==> src/rtl/def.sv <==
// Shared definitions for the ALU arbiter: op encoding, ALU control word,
// response entry layout and the default response buffer depth.
package def;

  localparam int unsigned DATA_W        = 32;
  localparam int unsigned ID_W          = 1;
  localparam int unsigned RSP_DEPTH_DEF = 2;

  typedef enum logic {
    ADD = 1'b0,
    SUB = 1'b1
  } alu_op_e;

  typedef struct packed {
    logic sub;
    logic add;
  } control_info;

  typedef struct packed {
    logic [ID_W-1:0]   id;
    logic [DATA_W-1:0] data;
  } rsp_entry_t;

  function automatic control_info op_to_ctr(input alu_op_e op);
    control_info ctr;
    ctr     = '0;
    ctr.add = (op == ADD);
    ctr.sub = (op == SUB);
    return ctr;
  endfunction

endpackage

==> src/rtl/rsp_fifo.sv <==
// Response buffer: power-of-two depth ring of {id, data} entries.
// Pointers wrap naturally; the caller guarantees no push on full / pop on empty.
module rsp_fifo
  import def::*;
#(
  parameter int unsigned DEPTH = RSP_DEPTH_DEF
) (
  input  logic                     CLK,
  input  logic                     RST,
  input  logic                     PUSH,
  input  rsp_entry_t               PUSH_DATA,
  input  logic                     POP,
  output rsp_entry_t               HEAD,
  output logic                     VALID,
  output logic [$clog2(DEPTH):0]   COUNT
);

  localparam int unsigned AW = $clog2(DEPTH);
  localparam int unsigned CW = AW + 1;

  rsp_entry_t      mem [DEPTH];
  logic [AW-1:0]   wr_ptr;
  logic [AW-1:0]   rd_ptr;
  logic [CW-1:0]   count;

  always_ff @(posedge CLK) begin
    if (RST) begin
      wr_ptr <= '0;
      rd_ptr <= '0;
      count  <= '0;
    end else begin
      if (PUSH) wr_ptr <= wr_ptr + AW'(1);
      if (POP)  rd_ptr <= rd_ptr + AW'(1);
      case ({PUSH, POP})
        2'b10:   count <= count + CW'(1);
        2'b01:   count <= count - CW'(1);
        default: count <= count;
      endcase
    end
  end

  // Storage needs no reset: entries are only visible while count is non-zero.
  always_ff @(posedge CLK) begin
    if (PUSH) mem[wr_ptr] <= PUSH_DATA;
  end

  assign VALID = (count != '0);
  assign HEAD  = mem[rd_ptr];
  assign COUNT = count;

endmodule

==> src/rtl/alu_arbiter.sv <==
// Two-requester round-robin front end for a shared, one-cycle-latency ALU,
// with a credit-checked response FIFO returning results in issue order.
module alu_arbiter
  import def::*;
#(
  parameter int unsigned RSP_DEPTH = RSP_DEPTH_DEF
) (
  input  logic              CLK,
  input  logic              RST,
  input  logic [1:0]        REQ_VALID,
  output logic [1:0]        REQ_READY,
  input  alu_op_e           REQ_OP0,
  input  alu_op_e           REQ_OP1,
  input  logic [DATA_W-1:0] REQ_A0,
  input  logic [DATA_W-1:0] REQ_B0,
  input  logic [DATA_W-1:0] REQ_A1,
  input  logic [DATA_W-1:0] REQ_B1,
  output control_info       ALU_CTR,
  output logic [DATA_W-1:0] ALU_RS1,
  output logic [DATA_W-1:0] ALU_RS2,
  input  logic [DATA_W-1:0] ALU_RESULT,
  output logic              RSP_VALID,
  input  logic              RSP_READY,
  output logic              RSP_ID,
  output logic [DATA_W-1:0] RSP_DATA
);

  localparam int unsigned CW = $clog2(RSP_DEPTH) + 1;
  localparam int unsigned OW = CW + 1;

  logic            rr_ptr;
  logic            inflight_q;
  logic            inflight_id_q;
  logic [CW-1:0]   fifo_count;
  logic            fifo_valid;
  rsp_entry_t      fifo_head;
  rsp_entry_t      push_entry;
  logic            push;
  logic            pop;
  logic [OW-1:0]   occupied;
  logic            slot_free;
  logic            winner;
  logic            issue;

  assign pop  = RSP_VALID & RSP_READY;
  assign push = inflight_q & ~RST;

  // A slot freed by this cycle's pop can be reused by this cycle's issue.
  assign occupied  = OW'(fifo_count) + OW'(inflight_q);
  assign slot_free = (occupied - OW'(pop)) < OW'(RSP_DEPTH);

  always_comb begin
    winner = rr_ptr;
    if (REQ_VALID == 2'b01)      winner = 1'b0;
    else if (REQ_VALID == 2'b10) winner = 1'b1;
  end

  assign issue        = (|REQ_VALID) & slot_free & ~RST;
  assign REQ_READY[0] = issue & ~winner;
  assign REQ_READY[1] = issue &  winner;

  always_comb begin
    ALU_CTR = '0;
    ALU_RS1 = '0;
    ALU_RS2 = '0;
    if (issue) begin
      ALU_CTR = op_to_ctr(winner ? REQ_OP1 : REQ_OP0);
      ALU_RS1 = winner ? REQ_A1 : REQ_A0;
      ALU_RS2 = winner ? REQ_B1 : REQ_B0;
    end
  end

  always_ff @(posedge CLK) begin
    if (RST) begin
      rr_ptr        <= 1'b0;
      inflight_q    <= 1'b0;
      inflight_id_q <= 1'b0;
    end else begin
      inflight_q <= issue;
      if (issue) begin
        inflight_id_q <= winner;
        rr_ptr        <= ~winner;
      end
    end
  end

  assign push_entry = '{id: inflight_id_q, data: ALU_RESULT};

  rsp_fifo #(
    .DEPTH(RSP_DEPTH)
  ) u_rsp_fifo (
    .CLK      (CLK),
    .RST      (RST),
    .PUSH     (push),
    .PUSH_DATA(push_entry),
    .POP      (pop),
    .HEAD     (fifo_head),
    .VALID    (fifo_valid),
    .COUNT    (fifo_count)
  );

  // Outputs forced quiet while reset is held, even before state has cleared.
  assign RSP_VALID = fifo_valid & ~RST;
  assign RSP_ID    = RSP_VALID & fifo_head.id[0];
  assign RSP_DATA  = RSP_VALID ? fifo_head.data : '0;

endmodule

==> config.mk <==
export PLATFORM = sky130hd
export DESIGN_NAME = alu_arbiter
export DESIGN_NICKNAME = d
export VERILOG_FILES = /design/src/rtl/def.sv /design/src/rtl/rsp_fifo.sv /design/src/rtl/alu_arbiter.sv
export SDC_FILE = /design/constraint.sdc
export NUM_CORES = 1
export LEC_CHECK = 0
export ABC_AREA = 0
export BUFFER_PORTS_ARGS = -buffer_cell sky130_fd_sc_hd__buf_2
export CAP_MARGIN = 10
export CORE_MARGIN = 10
export CORE_UTILIZATION = 45
export CTS_CLUSTER_DIAMETER = 40
export DETAILED_ROUTE_END_ITERATION = 7
export GPL_TIMING_DRIVEN = 0
export HOLD_SLACK_MARGIN = 0.1
export PLACE_DENSITY = 0.81
export SETUP_SLACK_MARGIN = 0.02
export SLEW_MARGIN = 20
export SYNTH_ARGS = -nofsm -noshare
export SYNTH_HDL_FRONTEND = slang
export SYNTH_HIERARCHICAL = 1
export SYNTH_SLANG_ARGS = --single-unit
==> constraint.sdc <==
create_clock -name CLK -period 3.6 [get_ports CLK]
set_input_delay 0.18 -clock CLK [delete_from_list [all_inputs] [get_ports CLK]]
set_output_delay 0.18 -clock CLK [all_outputs]
set_load 0.03 [all_outputs]
==> results of run 1 <==
## power breakdown
part           leakage (nW)  switching, W  total, W  internal, W
clock network         0.111      0.000299  0.000758     0.000459
logic                  2.18       0.00108   0.00170     0.000620
registers             0.668     0.0000308   0.00104      0.00101
total                  2.96       0.00141   0.00351      0.00209
## synth_stat cells (all sizes together)
| master | count |
|---|---|
| or3 | 1 |
| clkbuf | 36 |
| o211ai | 66 |
| dfxtp | 8 |
| edfxtp | 66 |
| ha | 2 |
| or2 | 1 |
| and4b | 1 |
| mux2 | 34 |
| a41o | 1 |
| xor2 | 1 |
| nand3 | 130 |
| xnor2 | 4 |
| nor2b | 6 |
| nor2 | 6 |
| o21ai | 2 |
| a31oi | 65 |
| fa | 1 |
| inv | 5 |
| nand2b | 3 |
| a21oi | 1 |
| a311oi | 1 |
| buf | 28 |
| and2 | 35 |
## what timing repair did
item,4_1_cts,5_1_grt
hold endpoints to repair,64,0
resized for setup,53,48
buffers inserted,2,3
hold buffers,32,0
setup endpoints to repair,68,65
## cell families after synthesis
| family | after synthesis |
|---|---|
| AO/OA/AOI/OAI | 136 |
| AND/OR/NAND/NOR | 183 |
| adder cells (fa/ha/maj) | 3 |
| multiplexers | 34 |
| flip-flops | 74 |
| XOR/XNOR | 5 |
| buffers and inverters | 69 |
## layer usage
layer	up-vias	global-route usage, %	wire, µm
met4	0	10.77	840
met3	73	8.371	1942
met5	-	0	0
li1	2605	-	-
met2	367	45.84	10950
met1	2721	27.80	7461
## cell type report
class | count | area, µm² | share of cell area (%)
Multi-Input combinational cell | 361 | 2566 | 34.93
Sequential cell | 74 | 2143 | 29.18
Timing Repair Buffer | 306 | 1908 | 25.98
Buffer | 63 | 285.3 | 3.883
Tap cell | 136 | 170.2 | 2.316
Clock buffer | 9 | 123.9 | 1.686
Clock inverter | 7 | 117.6 | 1.601
Inverter | 5 | 18.77 | 0.2555
Antenna cell | 5 | 12.51 | 0.1703
## how the worst max path moves through the flow
stage	from	end	slack, ps	cells after the start
after floorplan	u_rsp_fifo/COUNT[1]$_SDFFE_PP0P_	ALU_RS1[13]	130	12
after global placement	u_rsp_fifo/COUNT[1]$_SDFFE_PP0P_	ALU_RS1[14]	-240	13
after detailed placement	u_rsp_fifo/COUNT[1]$_SDFFE_PP0P_	ALU_RS1[14]	-330	13
after CTS	u_rsp_fifo/COUNT[0]$_SDFFE_PP0P_	ALU_RS1[14]	50	12
after global routing	u_rsp_fifo/COUNT[1]$_SDFFE_PP0P_	ALU_RS1[10]	-20	12
final	u_rsp_fifo/COUNT[1]$_SDFFE_PP0P_	ALU_RS1[22]	110	12
## through the flow
step,setup TNS (ps),area (µm²),setup slack [ps]
finish,0,7346,111.5
detailed placement,-10050,6461,-329.0
CTS,0,7186,51.47
floorplan,0,4891,125.5
global placement,-4588,6397,-237.2
global route,-50.51,7341,-16.49
## worst max-delay path, stage by stage, from the launching register on
cell and delay [ps]:
dfxtp_2 360, or2_2 300, nor2b_4 140, and2_4 190, ha_1 260, nand2b_1 160, fa_1 410, xnor2_2 230
o211ai_2 130, buf_2 200, buf_4 210, a31oi_2 160, clkbuf_4 220
## flip-flops by register name, indices dropped and copies added, names as in the netlist, named ones only
name               flops
u_rsp_fifo/mem        66
u_rsp_fifo/COUNT       2
inflight_id_q          1
inflight_q             1
rr_ptr                 1
u_rsp_fifo/rd_ptr      1
u_rsp_fifo/wr_ptr      1
==> flow_summary.yaml, run 1 <==
drt:
  finalWirelength_mm: 21.20
  ant_nets: 0
  vias: 5766
  drtIter0Drc: 525
  drc_errors: 0
  drt-vias-per-instance: 5.969
  wl_per_cell_um: 21.94
  first_pass_iters: 5
sta:
  drv_slew: 0
  finalSetupViolations: 0
  finClkSkew_ps: 6.987
  hold_ws_ps: 175.1
  relSlewSlack_pct: 66.57
  fmax_mhz: 286.7
  worstMarginPinSlew_ps: 501.5
  period_minus_slack_ps: 3489
  hold_violations: 0
  rsz0062_at_grt: "yes"
  final.period_utilization_pct: 96.90
synth:
  synth_area_per_cell_um2: 9.578
  synth_top_area_share_pct: 41.06
  synth-compound-area-share_pct: 19.49
  synth_top_family_by_area: "simple AND/OR/NAND/NOR gates"
  yosys-top-cells-area: "edfxtp_1 (41%), nand3_1 (13%), o211ai_1 (10%)"
  synth-seq-cells: 74
  ys_warn_count: 6
  yosys.area_share.adder_pct: 0.9331
  yosysTopAreaCell: "edfxtp_1"
  synth-simple-area-share_pct: 20.11
  seq_area_frac_synth_pct: 44.38
  synth_cell_types: 30
  synth_mux_area_share_pct: 7.932
  syn_area_mm2: 0.004827
  synth_nets: 674
  netlist_instances: 504
  synth_xor_xnor_area_share_pct: 1.063
clock_tree:
  htreeDepth: 3
  clk_latency_ps: 340
  cts_tree: "yes"
  cts.sinks: 74
  cts.clk_slew.worst_paths_ps: 70
  numCtsBuffers: 9
  clock-root-buffer: "clkbuf_8"
  clock_path_buffers: 2
worst_setup_path:
  cp-start-kind: "register"
  critPathCaptureType: "primary output"
  r2r_slack_ps: 750
  required_ps: 3420
  worstReg2RegEnd: "inflight_id_q$_SDFFE_PP0P_"
  reg2reg_from: "u_rsp_fifo/COUNT[1]$_SDFFE_PP0P_"
  critPathArrivalTime_ps: 3310
  setup.worst_path.class: "register to primary output"
  worstRegToRegCells: 11
  cp_max_fo: 10
global_route:
  grtUsageTotal_pct: 25.83
  grt_max_degree: 21
  grt.overflow.total: 0
  grt_pass1_vias: 5839
  antenna_found_initial: 4
  grt_pass1_wl_mm: 31.25
finish:
  final_common_cell: "buf_2"
  mostFrequentLayoutCells: "buf_2 (247), nand3_1 (130), edfxtp_1 (66)"
  syn_to_final_growth_pct: 52.18
  final_nets: 990
  nFillCells: 778
  stdcell_count: 966
  final_util_pct: 70.84
  drive_gt1_share_pct: 46.79
floorplanning:
  dieHeight_um: 123.6
  initial_core_util_pct: 46.55
  die-area_mm2: 0.01527
  ios: 269
  coreArea_mm2: 0.01037
  core.rowCount: 37
  fp.dieW_um: 123.6
placed_design:
  port-buffer-count: 267
  dp.cells: 909
  gp_routability_congestion: 0.8958
  dp_hpwl_mm: 15.26
pwr:
  p_total_w: 0.003506
  p_leak_nw: 2.957
  peakVddDrop_uv: 304.7
  p_per_area_mw_per_mm2: 477.2
job:
  max_cap_viol_count: 0
worst_hold_path:
  hold_end: "rr_ptr$_SDFFE_PP0P_"
  hold_class: "input port to register"
  holdPathStages: 2
  worstHoldStart: "REQ_VALID[0]"
outcome:
  outcome: "completed"
(Power assumes the default switching activity.)
==> run 2: changes to the inputs <==
==> constraint.sdc (replaced) <==
create_clock -name CLK -period 3.6 [get_ports CLK]
set_input_delay 0.36 -clock CLK [delete_from_list [all_inputs] [get_ports CLK]]
set_output_delay 0.36 -clock CLK [all_outputs]
set_load 0.03 [all_outputs]
==> run 2 against run 1 <==
Effect of this change:
- die area stayed put
- final cell count down 2.4%
- global-route usage shrank 1.1 points
- hold slack improved by 36 ps
- clock skew barely moved
- combinational power increased by 22%
- highest routed layer unchanged
==> flow_summary.yaml, run 2 (synthesis results as in run 1) <==
global_route:
  grtUsageTotal_pct: 24.69
  grt_pass1_vias: 5649
  antenna_found_initial: 6
  grt_pass1_wl_mm: 30.07
  grt_max_degree: 21
  grt.overflow.total: 0
sta:
  finalSetupViolations: 0
  hold_violations: 0
  period_minus_slack_ps: 3518
  fmax_mhz: 284.2
  relSlewSlack_pct: 64.86
  hold_ws_ps: 211.4
  worstMarginPinSlew_ps: 527.1
  drv_slew: 0
  finClkSkew_ps: 7.356
  rsz0062_at_grt: "no"
  final.period_utilization_pct: 97.73
clock_tree:
  cts_tree: "yes"
  cts.sinks: 74
  clock_path_buffers: 2
  hold_buffers: 0
  clock-root-buffer: "clkbuf_8"
  cts.clk_slew.worst_paths_ps: 80
  numCtsBuffers: 9
  htreeDepth: 3
  clk_latency_ps: 330
pwr:
  peakVddDrop_uv: 290.5
  p_per_area_mw_per_mm2: 491.8
  p_total_w: 0.003875
  p_leak_nw: 2.978
finish:
  largest_register_ffs: 66
  mostFrequentLayoutCells: "buf_2 (231), nand3_1 (130), edfxtp_1 (66)"
  final_util_pct: 75.99
  regArea_mm2: 0.002147
  final_common_cell: "buf_2"
  final_nets: 966
  multi_input_area_mm2: 0.003127
  largest-register: "u_rsp_fifo/mem"
  syn_to_final_growth_pct: 63.25
  nFillCells: 690
  fin_area_mm2: 0.007880
  drive_gt1_share_pct: 53.43
worst_setup_path:
  worstRegToRegCells: 11
  max_stage_delay_ps: 550
  slowest_stage: "fa_2"
  cp-start-kind: "register"
  worstReg2RegEnd: "inflight_id_q$_SDFFE_PP0P_"
  cp_max_fo: 8
  worstPathCellList: "or2_2 > nor2b_4 > and2_4 > ha_4 > nand2b_4 > fa_2 > nor2b_4 > o211ai_4 > buf_12 > clkbuf_16 > a31oi_4 > buf_6"
  critPathArrivalTime_ps: 3160
  r2r_slack_ps: 800
  reg2reg_from: "u_rsp_fifo/COUNT[1]$_SDFFE_PP0P_"
  cp_common_cell: "nor2b_4"
  setup.worst_path.class: "register to primary output"
  critPathCaptureType: "primary output"
  required_ps: 3240
floorplanning:
  core.rowCount: 37
  ios: 269
  coreArea_mm2: 0.01037
  fp.dieW_um: 123.6
  die-area_mm2: 0.01527
  initial_core_util_pct: 46.55
  dieHeight_um: 123.6
drt:
  wl_per_cell_um: 23.59
  ant_nets: 0
  drt-vias-per-instance: 6.197
  drc_errors: 0
  finalWirelength_mm: 22.24
  first_pass_iters: 6
  drtIter0Drc: 582
  vias: 5844
placed_design:
  dp_hpwl_mm: 15.26
  detailed_place.area_mm2: 0.006461
  port-buffer-count: 267
  gp_routability_congestion: 0.8958
worst_hold_path:
  hold_class: "input port to register"
  worstHoldStart: "ALU_RESULT[5]"
  hold_end: "u_rsp_fifo/mem[1][5]$_DFFE_PP_"
  holdPathStages: 1
job:
  max_cap_viol_count: 0
outcome:
  outcome: "completed"
## run 2: worst max path at each step
stage | endpoint | cells past startpoint | startpoint
final | ALU_RS2[17] | 12 | u_rsp_fifo/COUNT[1]$_SDFFE_PP0P_
after global routing | ALU_RS1[5] | 12 | u_rsp_fifo/COUNT[1]$_SDFFE_PP0P_
after CTS | ALU_RS2[4] | 12 | u_rsp_fifo/COUNT[1]$_SDFFE_PP0P_
after detailed placement | ALU_RS1[14] | 13 | u_rsp_fifo/COUNT[1]$_SDFFE_PP0P_
after global placement | ALU_RS1[14] | 13 | u_rsp_fifo/COUNT[1]$_SDFFE_PP0P_
after floorplan | ALU_RS1[13] | 12 | u_rsp_fifo/COUNT[1]$_SDFFE_PP0P_
## run 2: final cells by class
type                            instances  share of cell area, %
Clock buffer                            9                  1.572
Inverter                                5                 0.2382
Clock inverter                          7                  1.493
Sequential cell                        74                  27.25
Multi-Input combinational cell        361                  39.68
Buffer                                 63                  4.668
Timing Repair Buffer                  282                  22.75
Antenna cell                            6                 0.1905
Tap cell                              136                  2.159
## run 2: repair_timing
item	4_1_cts	5_1_grt
pin swaps	1	3
setup endpoints to repair	68	65
buffers inserted	4	7
cloned	0	2
gates resized for setup	100	97
## run 2: critical path, delay by kind of cell, from the launching register on
| family | cells | cell delay [ps] |
|---|---|---|
| and+or+nand+nor | 5 | 900 |
| adders and majority gates | 2 | 760 |
| buffers and inverters | 3 | 510 |
| DFF | 1 | 350 |
| AOI/OAI and AO/OA | 2 | 290 |
## run 2: through the flow
| stage | cells | TNS, ps | worst slack [ps] |
|---|---|---|---|
| global placement | 907 | -16650 | -417.2 |
| detailed placement | 909 | -22290 | -509.0 |
| global route | 942 | 0 | 4.921 |
| floorplan | 504 | -2691 | -54.50 |
| CTS | 928 | 0 | 7.771 |
| finish | 943 | 0 | 81.72 |
## run 2: where the power goes
part	switching, W	leakage (nW)	internal (W)	total, W
Sequential	0.0000296	0.668	0.00101	0.00104
Clock	0.000298	0.111	0.000459	0.000757
Combinational	0.00127	2.20	0.000809	0.00207
Total	0.00159	2.98	0.00228	0.00388
## run 2: metal layers
layer / global-route usage [%] / vias up / wire length, µm
met5: 0 / - / 0
met4: 11.57 / 0 / 934
met3: 8.009 / 80 / 2323
met2: 43.21 / 429 / 11300
met1: 26.57 / 2779 / 7688
li1: - / 2556 / -
